File: src/rtl/mel_pkg.sv
`default_nettype none
// ============================================================================
// Module   : mel_pkg
// Brief    : Types and constants shared between the mel filterbank and the
//            band framer (band count, sample width, framer FSM states).
// Revision : 1.0 - initial release
// ============================================================================
package mel_pkg;

    localparam int NUM_BANDS = 15;
    localparam int IN_W      = 16;

    typedef logic signed [IN_W-1:0] band_sample_t;

    typedef enum logic [0:0] {
        EMPTY = 1'b0,
        SEND  = 1'b1
    } framer_state_t;

endpackage
`default_nettype wire

File: src/rtl/band_accum.sv
`default_nettype none
// ============================================================================
// Module   : band_accum
// Brief    : One band's magnitude accumulator. Takes |sample| on each tick the
//            band is valid, clears at frame end, and presents the scaled and
//            saturated frame total (including the current sample).
// Revision : 1.0 - initial release
// ============================================================================
module band_accum #(
    parameter int IN_W      = 16,
    parameter int ACC_W     = 25,
    parameter int OUT_W     = 16,
    parameter int OUT_SHIFT = 8
) (
    input  logic                   clk,
    input  logic                   rst,
    input  logic signed [IN_W-1:0] sample,
    input  logic                   sample_valid,
    input  logic                   tick,
    input  logic                   frame_end,
    output logic [OUT_W-1:0]       scaled
);

    logic signed [IN_W:0] w_ext;
    logic [IN_W:0]        w_mag;
    logic [ACC_W-1:0]     w_add;
    logic [ACC_W-1:0]     w_sum;
    logic [ACC_W-1:0]     w_shifted;
    logic [ACC_W-1:0]     r_acc;

    // One extra bit so the most negative sample has a representable magnitude.
    assign w_ext     = {sample[IN_W-1], sample};
    assign w_mag     = w_ext[IN_W] ? $unsigned(-w_ext) : $unsigned(w_ext);
    assign w_add     = sample_valid ? {{(ACC_W-IN_W-1){1'b0}}, w_mag} : '0;
    assign w_sum     = r_acc + w_add;
    assign w_shifted = w_sum >> OUT_SHIFT;

    generate
        if (ACC_W > OUT_W) begin : g_sat
            assign scaled = (|w_shifted[ACC_W-1:OUT_W]) ? {OUT_W{1'b1}}
                                                        : w_shifted[OUT_W-1:0];
        end else begin : g_nosat
            assign scaled = OUT_W'(w_shifted);
        end
    endgenerate

    // Accumulate on every tick; a frame-end tick restarts the total from zero.
    always_ff @(posedge clk) begin
        if (rst) begin
            r_acc <= '0;
        end else if (tick) begin
            r_acc <= frame_end ? '0 : w_sum;
        end
    end

endmodule
`default_nettype wire

File: src/rtl/mel_band_framer.sv
`default_nettype none
// ============================================================================
// Module   : mel_band_framer
// Brief    : Accumulates per-band magnitude over FRAME_LEN ticks, snapshots
//            the scaled totals into a one-frame buffer and streams them as
//            NUM_BANDS feature words on valid/ready. Frames completing while
//            the buffer is still busy are dropped and counted.
// Revision : 1.0 - initial release
// ============================================================================
module mel_band_framer
    import mel_pkg::*;
#(
    parameter int FRAME_LEN = 256,
    parameter int OUT_W     = 16,
    parameter int OUT_SHIFT = 8
) (
    input  logic                 clk,
    input  logic                 rst,
    input  band_sample_t         band_in [NUM_BANDS],
    input  logic [NUM_BANDS-1:0] band_valid,
    output logic [OUT_W-1:0]     feat_data,
    output logic [3:0]           feat_band,
    output logic                 feat_valid,
    input  logic                 feat_ready,
    output logic                 feat_last,
    output logic                 overrun,
    output logic [7:0]           drop_count
);

    localparam int               c_cnt_w     = $clog2(FRAME_LEN);
    localparam int               c_acc_w     = IN_W + 1 + c_cnt_w;
    localparam logic [c_cnt_w-1:0] c_cnt_last = c_cnt_w'(FRAME_LEN - 1);
    localparam logic [3:0]       c_band_last = 4'(NUM_BANDS - 1);

    logic [c_cnt_w-1:0] r_cnt;
    logic               w_tick;
    logic               w_frame_end;
    logic [OUT_W-1:0]   w_scaled [NUM_BANDS];
    logic [OUT_W-1:0]   r_buf    [NUM_BANDS];

    framer_state_t      r_state;
    framer_state_t      w_state_next;
    logic [3:0]         r_band;
    logic [3:0]         w_band_next;
    logic               w_handshake;
    logic               w_is_last;
    logic               w_buf_free;
    logic               w_load;
    logic               w_drop;
    logic               r_overrun;
    logic [7:0]         r_drop_count;

    assign w_tick      = |band_valid;
    assign w_frame_end = w_tick && (r_cnt == c_cnt_last);

    generate
        for (genvar gi = 0; gi < NUM_BANDS; gi++) begin : g_band
            band_accum #(
                .IN_W      (IN_W),
                .ACC_W     (c_acc_w),
                .OUT_W     (OUT_W),
                .OUT_SHIFT (OUT_SHIFT)
            ) u_accum (
                .clk          (clk),
                .rst          (rst),
                .sample       (band_in[gi]),
                .sample_valid (band_valid[gi]),
                .tick         (w_tick),
                .frame_end    (w_frame_end),
                .scaled       (w_scaled[gi])
            );
        end
    endgenerate

    // Tick counter; the tick seen at FRAME_LEN-1 closes the frame and wraps.
    always_ff @(posedge clk) begin
        if (rst) begin
            r_cnt <= '0;
        end else if (w_tick) begin
            r_cnt <= w_frame_end ? '0 : r_cnt + 1'b1;
        end
    end

    assign w_handshake = (r_state == SEND) && feat_ready;
    assign w_is_last   = (r_band == c_band_last);
    // The buffer can take a new frame in the same cycle the last beat leaves.
    assign w_buf_free  = (r_state == EMPTY) || (w_handshake && w_is_last);

    // Next-state logic: stream advance, frame load, or frame drop.
    always_comb begin
        w_state_next = r_state;
        w_band_next  = r_band;
        w_load       = 1'b0;
        w_drop       = 1'b0;
        case (r_state)
            EMPTY: begin
                w_state_next = EMPTY;
            end
            SEND: begin
                if (w_handshake) begin
                    if (w_is_last) begin
                        w_state_next = EMPTY;
                    end else begin
                        w_band_next = r_band + 4'd1;
                    end
                end
            end
            default: begin
                w_state_next = EMPTY;
            end
        endcase
        if (w_frame_end) begin
            if (w_buf_free) begin
                w_load       = 1'b1;
                w_state_next = SEND;
                w_band_next  = '0;
            end else begin
                w_drop = 1'b1;
            end
        end
    end

    // State and beat-index registers.
    always_ff @(posedge clk) begin
        if (rst) begin
            r_state <= EMPTY;
            r_band  <= '0;
        end else begin
            r_state <= w_state_next;
            r_band  <= w_band_next;
        end
    end

    // Output buffer snapshot of the completed frame.
    always_ff @(posedge clk) begin
        if (rst) begin
            for (int i = 0; i < NUM_BANDS; i++) begin
                r_buf[i] <= '0;
            end
        end else if (w_load) begin
            for (int i = 0; i < NUM_BANDS; i++) begin
                r_buf[i] <= w_scaled[i];
            end
        end
    end

    // Overrun pulse and saturating dropped-frame counter.
    always_ff @(posedge clk) begin
        if (rst) begin
            r_overrun    <= 1'b0;
            r_drop_count <= '0;
        end else begin
            r_overrun <= w_drop;
            if (w_drop && (r_drop_count != 8'hFF)) begin
                r_drop_count <= r_drop_count + 8'd1;
            end
        end
    end

    assign feat_valid = (r_state == SEND);
    assign feat_band  = r_band;
    assign feat_data  = r_buf[r_band];
    assign feat_last  = feat_valid && w_is_last;
    assign overrun    = r_overrun;
    assign drop_count = r_drop_count;

endmodule
`default_nettype wire

File: config.mk
export PLATFORM = sky130hd
export DESIGN_NAME = mel_band_framer
export DESIGN_NICKNAME = d
export VERILOG_FILES = /design/src/rtl/mel_pkg.sv /design/src/rtl/band_accum.sv /design/src/rtl/mel_band_framer.sv
export SDC_FILE = /design/constraint.sdc
export NUM_CORES = 2
export LEC_CHECK = 0
export CAP_MARGIN = 0
export CORE_UTILIZATION = 33
export DETAILED_ROUTE_END_ITERATION = 8
export GPL_TIMING_DRIVEN = 0
export SKIP_LAST_GASP = 1
export SYNTH_ARGS = -nofsm -noshare
export SYNTH_HDL_FRONTEND = slang
export SYNTH_SLANG_ARGS = --single-unit
File: constraint.sdc
create_clock -name clk -period 7.8 [get_ports clk]
set_input_delay 1.56 -clock clk [delete_from_list [all_inputs] [get_ports clk]]
set_output_delay 1.56 -clock clk [all_outputs]
set_load 0.03 [all_outputs]
==> run metrics <==
Routed Antenna Nets=0; Worst Path Class, Setup=flop to primary output; Final Critical Period=7270 ps; Synth top area share=18.1%; fin crit share=between 90% and 100%; pwr dens=208 nW/um2; violated checks=capacitance limit, slew limit; pre-CTS WS=between 400 and 500 ps; Core ar.=approximately 130000 um2; initial antenna violation count=10; largest net degree at the start of global routing=68; max incr delay on CP=1100 ps; Slowest-stage cell, CP=clkbuf_1; Pleak=0.0198 uW; syn_area_per_cell=8.59 um2; Met1 Wirelength=68400 um; Setup Fix Bufs, Post-CTS=0; sequential-to-total area share from yosys stat=34.6%; CP max FO=10; post-synthesis register bit count=637; placed cells=7160; Root Driver=clkbuf_16; Synth Warn #=0; number of max-cap violations=1; Port Buffer Count=about 290; synthesis-to-finish area growth=18.4%; via/cell ratio=approximately 5.5; cell with the most instances after synthesis=a21oi_1; via count=40300; f_max=138 MHz; DRC=0; TritonCTS Buffers=74; dpl cell area=49100 um2; worst-margin pin slew=1540 ps; share of cells above drive strength 1=4.63%; fillers=13200; Hold WS=455 ps; io pins=slightly below 300; Worst-path clk slew=~60 ps; Synth area leaders=dfxtp_1 (18%), edfxtp_1 (16%), ha_1 (7.8%), xnor2_1 (6.7%), a21oi_1 (6.6%); area leader, netlist=dfxtp_1; Post-synth top flop=dfxtp_1; die width=366 um; CTS Sinks=~640; cell breakdown of the critical path=buf_2 -> clkbuf_1 -> buf_1 -> mux2i_1 -> o21ai_0 -> mux2i_1 -> o21ai_0 -> clkdlybuf4s50_1; Initial Util=33.3%; Layout Nets=6030; clk_skew=39.6 ps; endpoints failing setup=0; met2 routed WL=70900 um; post-CTS sizing=0; Crit. End Element=primary output; Startpoint Class=flop; hold_buf cts=0; total gr overflow=0; # rows=roughly 130; dpl hpwl=between 100000 and 150000 um; TritonCTS clock tree=built; maximum vdd ir drop=0.141 mV; WL per Instance=21.4 um; outcome=finished, violations left; RSZ-0062 raised after global routing=no; met3 WL=11000 um; Synth top cells by count=a21oi_1 (580), nand2_1 (559), o21ai_0 (418); Mapped Area=43800 um2; first-pass GRT wire length=230000 um; Layout Cells excl Fill=7302; Async S/R FF share, synth=0%; worst skew pair latency=670 ps; EDFF count, synth=240; gpl congestion=0.948; vias in the first global route=37800; finished layout cell area=about 52000 um2; Initial DRC Count=3656; final WL=156000 um; Cells after Synth=5098; first drt pass iteration count=8; Hold Crit Class=flop to flop; Fin. Hold Viols=0; die area=134000 um2; Max Slew Vio Count=11; data arrival time of the worst path=5710 ps; H-tree depth=3; worst setup margin=528 ps; Tot Pwr=10800 uW; Cell variety after synth=90; Tot GR Track Use=22.3%; Max Buffers Root-to-Sink=3; top routing layer in use=met5; CP required=6240 ps; max_slew headroom=-2.54%; Die Y=366 um
## critical path: cells and delay by family (launching register included)
| kind | cells | cell delay, ps |
|---|---|---|
| AO/OA/AOI/OAI | 2 | 810 |
| buffers and inverters | 4 | 3330 |
| flip-flops | 1 | 440 |
| multiplexers | 2 | 430 |
## flip-flops by register name (all words and copies together), names as in the netlist
name / count
g_band.u_accum.r_acc: 375
r_buf: 240
drop_count: 8
r_cnt: 8
feat_band: 4
feat_valid: 1
overrun: 1
## metrics by stage
stage	util [%]	setup TNS (ps)
CTS	39.4	0
global placement	37.2	-480560
finish	39.4	0
detailed placement	37.3	0
floorplan	-	0
global route	39.4	0
## area by class of cell
type / instances / area, um2 / area share, %
Multi-Input combinational cell: 4132 / 27400 / 52.8
Sequential cell: 637 / 15200 / 29.2
Timing Repair Buffer: 295 / 3040 / 5.86
Tap cell: 1755 / 2200 / 4.23
Clock buffer: 90 / 1920 / 3.71
Buffer: 238 / 947 / 1.83
Clock inverter: 48 / 815 / 1.57
Inverter: 105 / 394 / 0.760
Antenna cell: 2 / 5.00 / 0.00965
## cells in the final DEF, fill, tap and decap left out, types with 25 or more instances in the layout
| master | Yosys | final |
|---|---|---|
| o31ai_1 | 74 | 74 |
| nor3_1 | 67 | 67 |
| clkbuf_16 | 0 | 74 |
| o21a_1 | 71 | 71 |
| a31oi_1 | 80 | 80 |
| nand2b_1 | 66 | 66 |
| a21oi_1 | 580 | 580 |
| nor2_1 | 219 | 218 |
| mux2_2 | 25 | 25 |
| clkdlybuf4s50_1 | 0 | 288 |
| dfxtp_1 | 397 | 397 |
| xor2_1 | 151 | 151 |
| o21bai_1 | 36 | 36 |
| nor4_1 | 37 | 37 |
| and2_1 | 193 | 193 |
| nand3_1 | 164 | 164 |
| mux2i_1 | 63 | 63 |
| or3_1 | 64 | 64 |
| a211oi_1 | 27 | 27 |
| nand4_1 | 34 | 34 |
| mux4_2 | 32 | 32 |
| clkbuf_1 | 200 | 207 |
| ha_1 | 274 | 274 |
| nor2b_1 | 65 | 65 |
| xnor2_1 | 337 | 337 |
| o21ai_0 | 418 | 418 |
| edfxtp_1 | 240 | 240 |
| inv_1 | 105 | 105 |
| a21o_1 | 115 | 114 |
| and3_1 | 81 | 81 |
| nand2_1 | 559 | 559 |
## path summary, 6_finish.rpt
path	from	to	slack, ps	depth (start not counted)
setup / recovery	feat_band[0]	feat_data[11]	530	8
hold reg to reg	g_band[5].u_accum.r_acc[0]	g_band[5].u_accum.r_acc[0]	450	2
hold / removal	g_band[5].u_accum.r_acc[0]	g_band[5].u_accum.r_acc[0]	450	2
setup reg to reg	feat_band[0]	r_buf[4][14]	2060	12
## cell families after synthesis
kind of cell | count (synthesis) | share of synthesized area, %
AOI/OAI and AO/OA | 1593 | 21.9
xor gates and xnor gates | 490 | 9.83
adders and majority gates | 289 | 8.51
buffers and inverters | 343 | 3.04
DFF | 637 | 34.6
muxes | 120 | 3.73
other | 1 | 0.00856
and+or+nand+nor | 1625 | 18.4
## power by group
| group | leakage, uW | switching (uW) | total [uW] | internal [uW] |
|---|---|---|---|---|
| Sequential | 0.00559 | 224 | 4050 | 3820 |
| Clock | 0.00132 | 1610 | 3970 | 2370 |
| Combinational | 0.0129 | 1560 | 2780 | 1220 |
## routing by layer
metal  up-vias  global-route usage [%]
met5         -                       0
met4         6                    8.72
met1     19400                    29.7
li1      19300                       -
met3       250                    3.39
met2      1356                    36.3
Note: power is estimated with default switching activity, not from simulation.
